`src/rtl/vga_trace_draw.sv`:
```
`timescale 1ns / 1ps
`default_nettype none
// ============================================================================
//  Module   : vga_trace_draw
//  Purpose  : Overlays the oscilloscope sample trace on the VGA pixel stream.
//             One 9-bit sample is fetched per window column; adjacent samples
//             are joined by a vertical span. Two-cycle pixel latency.
//  Revision : 1.0 - initial release
// ============================================================================
module vga_trace_draw #(
  parameter int          H_START     = 45,
  parameter int          V_BOTTOM    = 530,
  parameter int          LENGTH      = 768,
  parameter int          HEIGHT      = 512,
  parameter logic [11:0] TRACE_COLOR = 12'hFF0
) (
  input  logic        clk,
  input  logic        rst_n,
  input  logic        trace_en,
  input  logic [10:0] vcount_in,
  input  logic        vsync_in,
  input  logic        vblnk_in,
  input  logic [10:0] hcount_in,
  input  logic        hsync_in,
  input  logic        hblnk_in,
  input  logic [11:0] rgb_in,
  output logic [9:0]  rd_addr,
  input  logic [8:0]  rd_data,
  output logic        frame_done,
  output logic [10:0] vcount_out,
  output logic        vsync_out,
  output logic        vblnk_out,
  output logic [10:0] hcount_out,
  output logic        hsync_out,
  output logic        hblnk_out,
  output logic [11:0] rgb_out
);

  localparam logic [10:0] c_h_first = 11'(H_START);
  localparam logic [10:0] c_h_last  = 11'(H_START + LENGTH - 1);
  localparam logic [10:0] c_v_top   = 11'(V_BOTTOM - HEIGHT + 1);
  localparam logic [10:0] c_v_bot   = 11'(V_BOTTOM);
  localparam logic [9:0]  c_a_last  = 10'(LENGTH - 1);

  logic        w_col_in;
  logic        w_in_win;
  logic [10:0] w_hoff;

  // Stage-1 registers: timing, colour and window flags aligned with rd_data
  logic [10:0] r_vcount_d, r_hcount_d;
  logic        r_vsync_d, r_vblnk_d, r_hsync_d, r_hblnk_d;
  logic [11:0] r_rgb_d;
  logic        r_in_win_d, r_col_in_d, r_col_first_d, r_col_last_d;

  // Sample of the previously drawn column; invalid until the first column after reset
  logic [8:0]  r_prev;
  logic        r_prev_vld;

  logic [10:0] w_y_cur, w_y_prev, w_y_lo, w_y_hi;
  logic        w_draw;

  // Window test and column address from the raw input counters
  always_comb begin
    w_col_in = (hcount_in >= c_h_first) && (hcount_in <= c_h_last);
    w_in_win = w_col_in && (vcount_in >= c_v_top) && (vcount_in <= c_v_bot)
               && !vblnk_in && !hblnk_in;
    w_hoff   = hcount_in - c_h_first;
    rd_addr  = w_col_in ? w_hoff[9:0] : 10'd0;
  end

  // Stage 1: delay timing by one cycle while the sample RAM answers
  always_ff @(posedge clk or negedge rst_n) begin
    if (!rst_n) begin
      r_vcount_d    <= '0;
      r_vsync_d     <= 1'b0;
      r_vblnk_d     <= 1'b0;
      r_hcount_d    <= '0;
      r_hsync_d     <= 1'b0;
      r_hblnk_d     <= 1'b0;
      r_rgb_d       <= '0;
      r_in_win_d    <= 1'b0;
      r_col_in_d    <= 1'b0;
      r_col_first_d <= 1'b0;
      r_col_last_d  <= 1'b0;
    end else begin
      r_vcount_d    <= vcount_in;
      r_vsync_d     <= vsync_in;
      r_vblnk_d     <= vblnk_in;
      r_hcount_d    <= hcount_in;
      r_hsync_d     <= hsync_in;
      r_hblnk_d     <= hblnk_in;
      r_rgb_d       <= rgb_in;
      r_in_win_d    <= w_in_win;
      r_col_in_d    <= w_col_in;
      r_col_first_d <= w_col_in && (rd_addr == 10'd0);
      r_col_last_d  <= w_col_in && (rd_addr == c_a_last);
    end
  end

  // Span between this column's row and the previous column's row
  always_comb begin
    w_y_cur  = c_v_bot - {2'b00, rd_data};
    w_y_prev = (r_col_first_d || !r_prev_vld) ? w_y_cur : (c_v_bot - {2'b00, r_prev});
    w_y_lo   = (w_y_cur < w_y_prev) ? w_y_cur : w_y_prev;
    w_y_hi   = (w_y_cur < w_y_prev) ? w_y_prev : w_y_cur;
    w_draw   = trace_en && r_in_win_d && (r_vcount_d >= w_y_lo) && (r_vcount_d <= w_y_hi);
  end

  // Stage 2: registered outputs, trace overlay and end-of-buffer pulse
  always_ff @(posedge clk or negedge rst_n) begin
    if (!rst_n) begin
      vcount_out <= '0;
      vsync_out  <= 1'b0;
      vblnk_out  <= 1'b0;
      hcount_out <= '0;
      hsync_out  <= 1'b0;
      hblnk_out  <= 1'b0;
      rgb_out    <= '0;
      frame_done <= 1'b0;
      r_prev     <= '0;
      r_prev_vld <= 1'b0;
    end else begin
      vcount_out <= r_vcount_d;
      vsync_out  <= r_vsync_d;
      vblnk_out  <= r_vblnk_d;
      hcount_out <= r_hcount_d;
      hsync_out  <= r_hsync_d;
      hblnk_out  <= r_hblnk_d;
      rgb_out    <= w_draw ? TRACE_COLOR : r_rgb_d;
      frame_done <= r_col_last_d && (r_vcount_d == c_v_bot);
      if (r_col_in_d) begin
        r_prev     <= rd_data;
        r_prev_vld <= 1'b1;
      end
    end
  end

endmodule
`default_nettype wire

```
`config.mk`:
```
export PLATFORM = sky130hd
export DESIGN_NAME = vga_trace_draw
export DESIGN_NICKNAME = d
export VERILOG_FILES = /design/src/rtl/vga_trace_draw.sv
export SDC_FILE = /design/constraint.sdc
export NUM_CORES = 1
export LEC_CHECK = 0
export CAP_MARGIN = 25
export CORE_UTILIZATION = 54
export CTS_CLUSTER_DIAMETER = 120
export DETAILED_ROUTE_END_ITERATION = 12
export HOLD_SLACK_MARGIN = 0.08
export PLACE_DENSITY = 0.85
export RECOVER_POWER = 100
export SETUP_SLACK_MARGIN = 0.1
export SLEW_MARGIN = 0
export SYNTH_ARGS = -nofsm -noshare
export SYNTH_HDL_FRONTEND = slang
export SYNTH_SLANG_ARGS = --single-unit
export TNS_END_PERCENT = 30
```
`constraint.sdc`:
```
create_clock -name clk -period 10.9 [get_ports clk]
set_input_delay 1.09 -clock clk [delete_from_list [all_inputs] [get_ports clk]]
set_output_delay 1.09 -clock clk [all_outputs]
set_load 0.005 [all_outputs]
```
==> flow_summary.json <==
{
  "status": "finished, violations left",
  "violations": "capacitance limit, slew limit",
  "final_cells": 568,
  "finalWeightedCongestion": 0.870,
  "cts_root_buf": "clkbuf_8",
  "yosys-top-cells-area": "dfrtp_1 53%, ha_1 9.3%, mux2i_1 2.8%, nor2_1 2.3%, xor2_1 2.2%",
  "crit_top_cell": "ha_1",
  "ys.flop_type": "dfrtp_1",
  "relSlewSlack_pct": -100,
  "nets": 543,
  "worst_slew_pin_slew_ps": 3010,
  "cp.arrival_ps": 7340,
  "synth_fa_ha_area_share_pct": 9.28,
  "fin_ws_ps": 3810,
  "synth_top_family_by_area": "compound AO/OA/AOI/OAI gates",
  "synth_area_sq_mm": 0.00431,
  "grt_setup_unrepaired": "no",
  "cts_buffer_depth": 2,
  "vias": 3115,
  "drv_slew": 94,
  "numCtsBuffers": 9,
  "yosysSeqAreaShare_pct": 52.8,
  "core.rowCount": 32,
  "max_freq_mhz": 141,
  "pin_count": 99,
  "slowest_delay_ps": 1040,
  "utilization_pct": 72.1,
  "hold_violations": 0,
  "yosys.area.top_type": "dfrtp_1",
  "crit_type": "primary input to flop",
  "dp_slack_ps": 4180,
  "yosysUniqueCellTypes": 56,
  "synth-simple-area-share_pct": 11.7,
  "syn_nets": 445,
  "chipHeight_microns": 91.4,
  "synth-compound-area-share_pct": 14.2,
  "clk_latency_ps": 350,
  "diodes": 0,
  "synth-warning-count": 0,
  "grt_pass1_wl_microns": 15700,
  "synth_xor_area_share_pct": 3.65,
  "finalSetupTns_ps": 0,
  "grt_antenna_before_repair": 0,
  "post_cts_resized": 0,
  "viasPerCell": 5.48,
  "h-tree-depth": 3,
  "first_pass_iters": 4,
  "end_kind": "flop",
  "cts_hold_buf": 0,
  "cts_setup_buffers": 0,
  "drive_gt1_share_pct": 8.15,
  "grt_max_degree": 62,
  "grt_pass1_vias": 3197,
  "setup_viol": 0,
  "cp_slowest_cell": "nor2_1",
  "syn_area_per_cell_sq_um": 11.9,
  "core_area_sq_mm": 0.00773,
  "cp_max_fo": 15,
  "ys_ff_latch": 91,
  "cts_tree": "done",
  "synth_edf_count": 0,
  "dp.cells": 551,
  "power_density_mw_per_mm2": 157,
  "drtAntennaViolNets": 0,
  "muxShareOfSynthArea_pct": 5.92,
  "die_area_sq_mm": 0.00835,
  "vdd_ir_drop_max_uv": 72.7,
  "path_cells": "dlygate4sd3_1 > ha_1 > o31a_1 > nor4_1 > xnor2_1 > nand2_1 > o21ai_0 > inv_1 > ha_1 > o21ai_0 > nand2b_1 > a21oi_1 > nor2_1 > nor2_1 > mux2_1 > ha_1 > nor2b_1 > o211ai_1 > a211oi_1 > a2111oi_0 > o221ai_1 > clkbuf_1 > o21a_1",
  "drc_errors": 0,
  "cp-start-kind": "primary input",
  "dieWidth_microns": 91.4,
  "clk_pin_slew_ps": 90,
  "port_buffers": 98,
  "skew_ps": 6.80,
  "routed_wl_microns": 9450,
  "synthArstFlopShare_pct": 100,
  "max_cap_violations": 2,
  "p_leak_uw": 0.00249,
  "initialDrtViolationCount": 108,
  "p_total_uw": 876,
  "min_period_ps": 7090,
  "worstPathRequired_ps": 11150,
  "min_path_type": "flop to flop",
  "n_fill_cell": 547,
  "synth_top_cell_area_share_pct": 52.8,
  "grt_usage_pct": 24.4,
  "start_util_pct": 55.8,
  "overflow": 0,
  "dpl.hpwl_microns": 7220,
  "period_share_pct": 65.1,
  "syn_inst": 363,
  "wire_per_inst_microns": 16.6,
  "area_delta_synth_final_pct": 29.1,
  "clock_sinks": 91
}
worst max-delay path, delay by kind of cell:
family / cells / cell delay, ps
and+or+nand+nor: 6 / 1750
adders and majority gates: 3 / 870
xor gates and xnor gates: 1 / 240
AOI/OAI and AO/OA: 9 / 1980
muxes: 1 / 410
buffers and inverters: 3 / 1000
layout by cell type (no fill, tap or decap), types with 9 or more instances in the layout:
master | Yosys | routed
a21oi_1 | 11 | 11
clkbuf_8 | 0 | 10
dfrtp_1 | 91 | 91
dlygate4sd3_1 | 0 | 96
ha_1 | 32 | 32
inv_1 | 14 | 14
mux2i_1 | 12 | 12
nand2_1 | 19 | 19
nor2_1 | 26 | 27
nor3_1 | 9 | 9
o21a_1 | 10 | 10
o21ai_0 | 11 | 12
xor2_1 | 11 | 11
routing by layer:
layer	share of wire [%]	wire [microns]	up-vias	global-route usage (%)
met2	52	4880	88	42.0
met3	5.5	518	15	5.86
li1	-	-	1497	-
met1	41	3870	1515	29.5
met4	1.9	176	0	9.66
met5	0	0	-	0
path summary, 6_finish.rpt:
kind	startpoint	to	slack, ps	cells after the start
max	rd_data[0]	rgb_out[0]	3810	23
min	r_hcount_d[7]	hcount_out[7]	350	0
max reg2reg	r_prev[0]	rgb_out[0]	4780	22
min reg2reg	r_hcount_d[7]	hcount_out[7]	350	0
max in group asynchronous	rst_n	r_in_win_d	6220	2
min in group asynchronous	rst_n	r_prev[6]	1140	1
per-stage QoR:
step	hold slack (ps)	area, sq um
final	351	5570
after CTS	355	5580
after detailed placement	335	5370
after global placement	332	5370
after floorplan	331	4310
after global routing	353	5570
logic make-up after synthesis:
group                    after synthesis
buffers and inverters                 27
AND/OR/NAND/NOR                       94
flip-flops                            91
XOR/XNOR                              18
AO/OA/AOI/OAI                         77
adder cells (fa/ha/maj)               32
multiplexers                          24
cell usage after synthesis (3+ instances only):
| library cell | instances |
|---|---|
| dfrtp_1 | 91 |
| ha_1 | 32 |
| nor2_1 | 26 |
| nand2_1 | 19 |
| inv_1 | 14 |
| mux2i_1 | 12 |
| a21oi_1 | 11 |
| o21ai_0 | 11 |
| xor2_1 | 11 |
| o21a_1 | 10 |
| nor3_1 | 9 |
| clkbuf_1 | 8 |
| mux2_2 | 8 |
| o21bai_1 | 8 |
| xnor2_1 | 7 |
| a21o_1 | 6 |
| a211oi_1 | 5 |
| nor4_1 | 5 |
| mux2_1 | 4 |
| nand2b_1 | 4 |
| nor2b_1 | 4 |
| or3_1 | 4 |
| a2bb2oi_1 | 3 |
| a31oi_1 | 3 |
| buf_1 | 3 |
| nand4_1 | 3 |
| or2_2 | 3 |
| or4_1 | 3 |
cell type report:
class | count | area (sq um) | share of cell area, %
sequential | 91 | 2280 | 40.9
multi-input combinational | 245 | 1920 | 34.5
timing repair buffer | 100 | 982 | 17.6
clock buffer | 11 | 141 | 2.54
tap | 102 | 128 | 2.29
clock inverter | 5 | 67.6 | 1.21
inverter | 14 | 52.6 | 0.944
where the power goes:
| group | total [uW] | internal, uW | switching, uW |
|---|---|---|---|
| Combinational | 268 | 127 | 141 |
| Clock | 238 | 116 | 122 |
| Sequential | 370 | 357 | 13.4 |
sequential cells by signal, summed over array words and instances, names as in the netlist, 9 cells and up:
register and cells:
r_rgb_d 12, rgb_out 12, hcount_out 11, r_hcount_d 11
r_vcount_d 11, vcount_out 11, r_prev 9
Power figures use the tool's default switching activity.
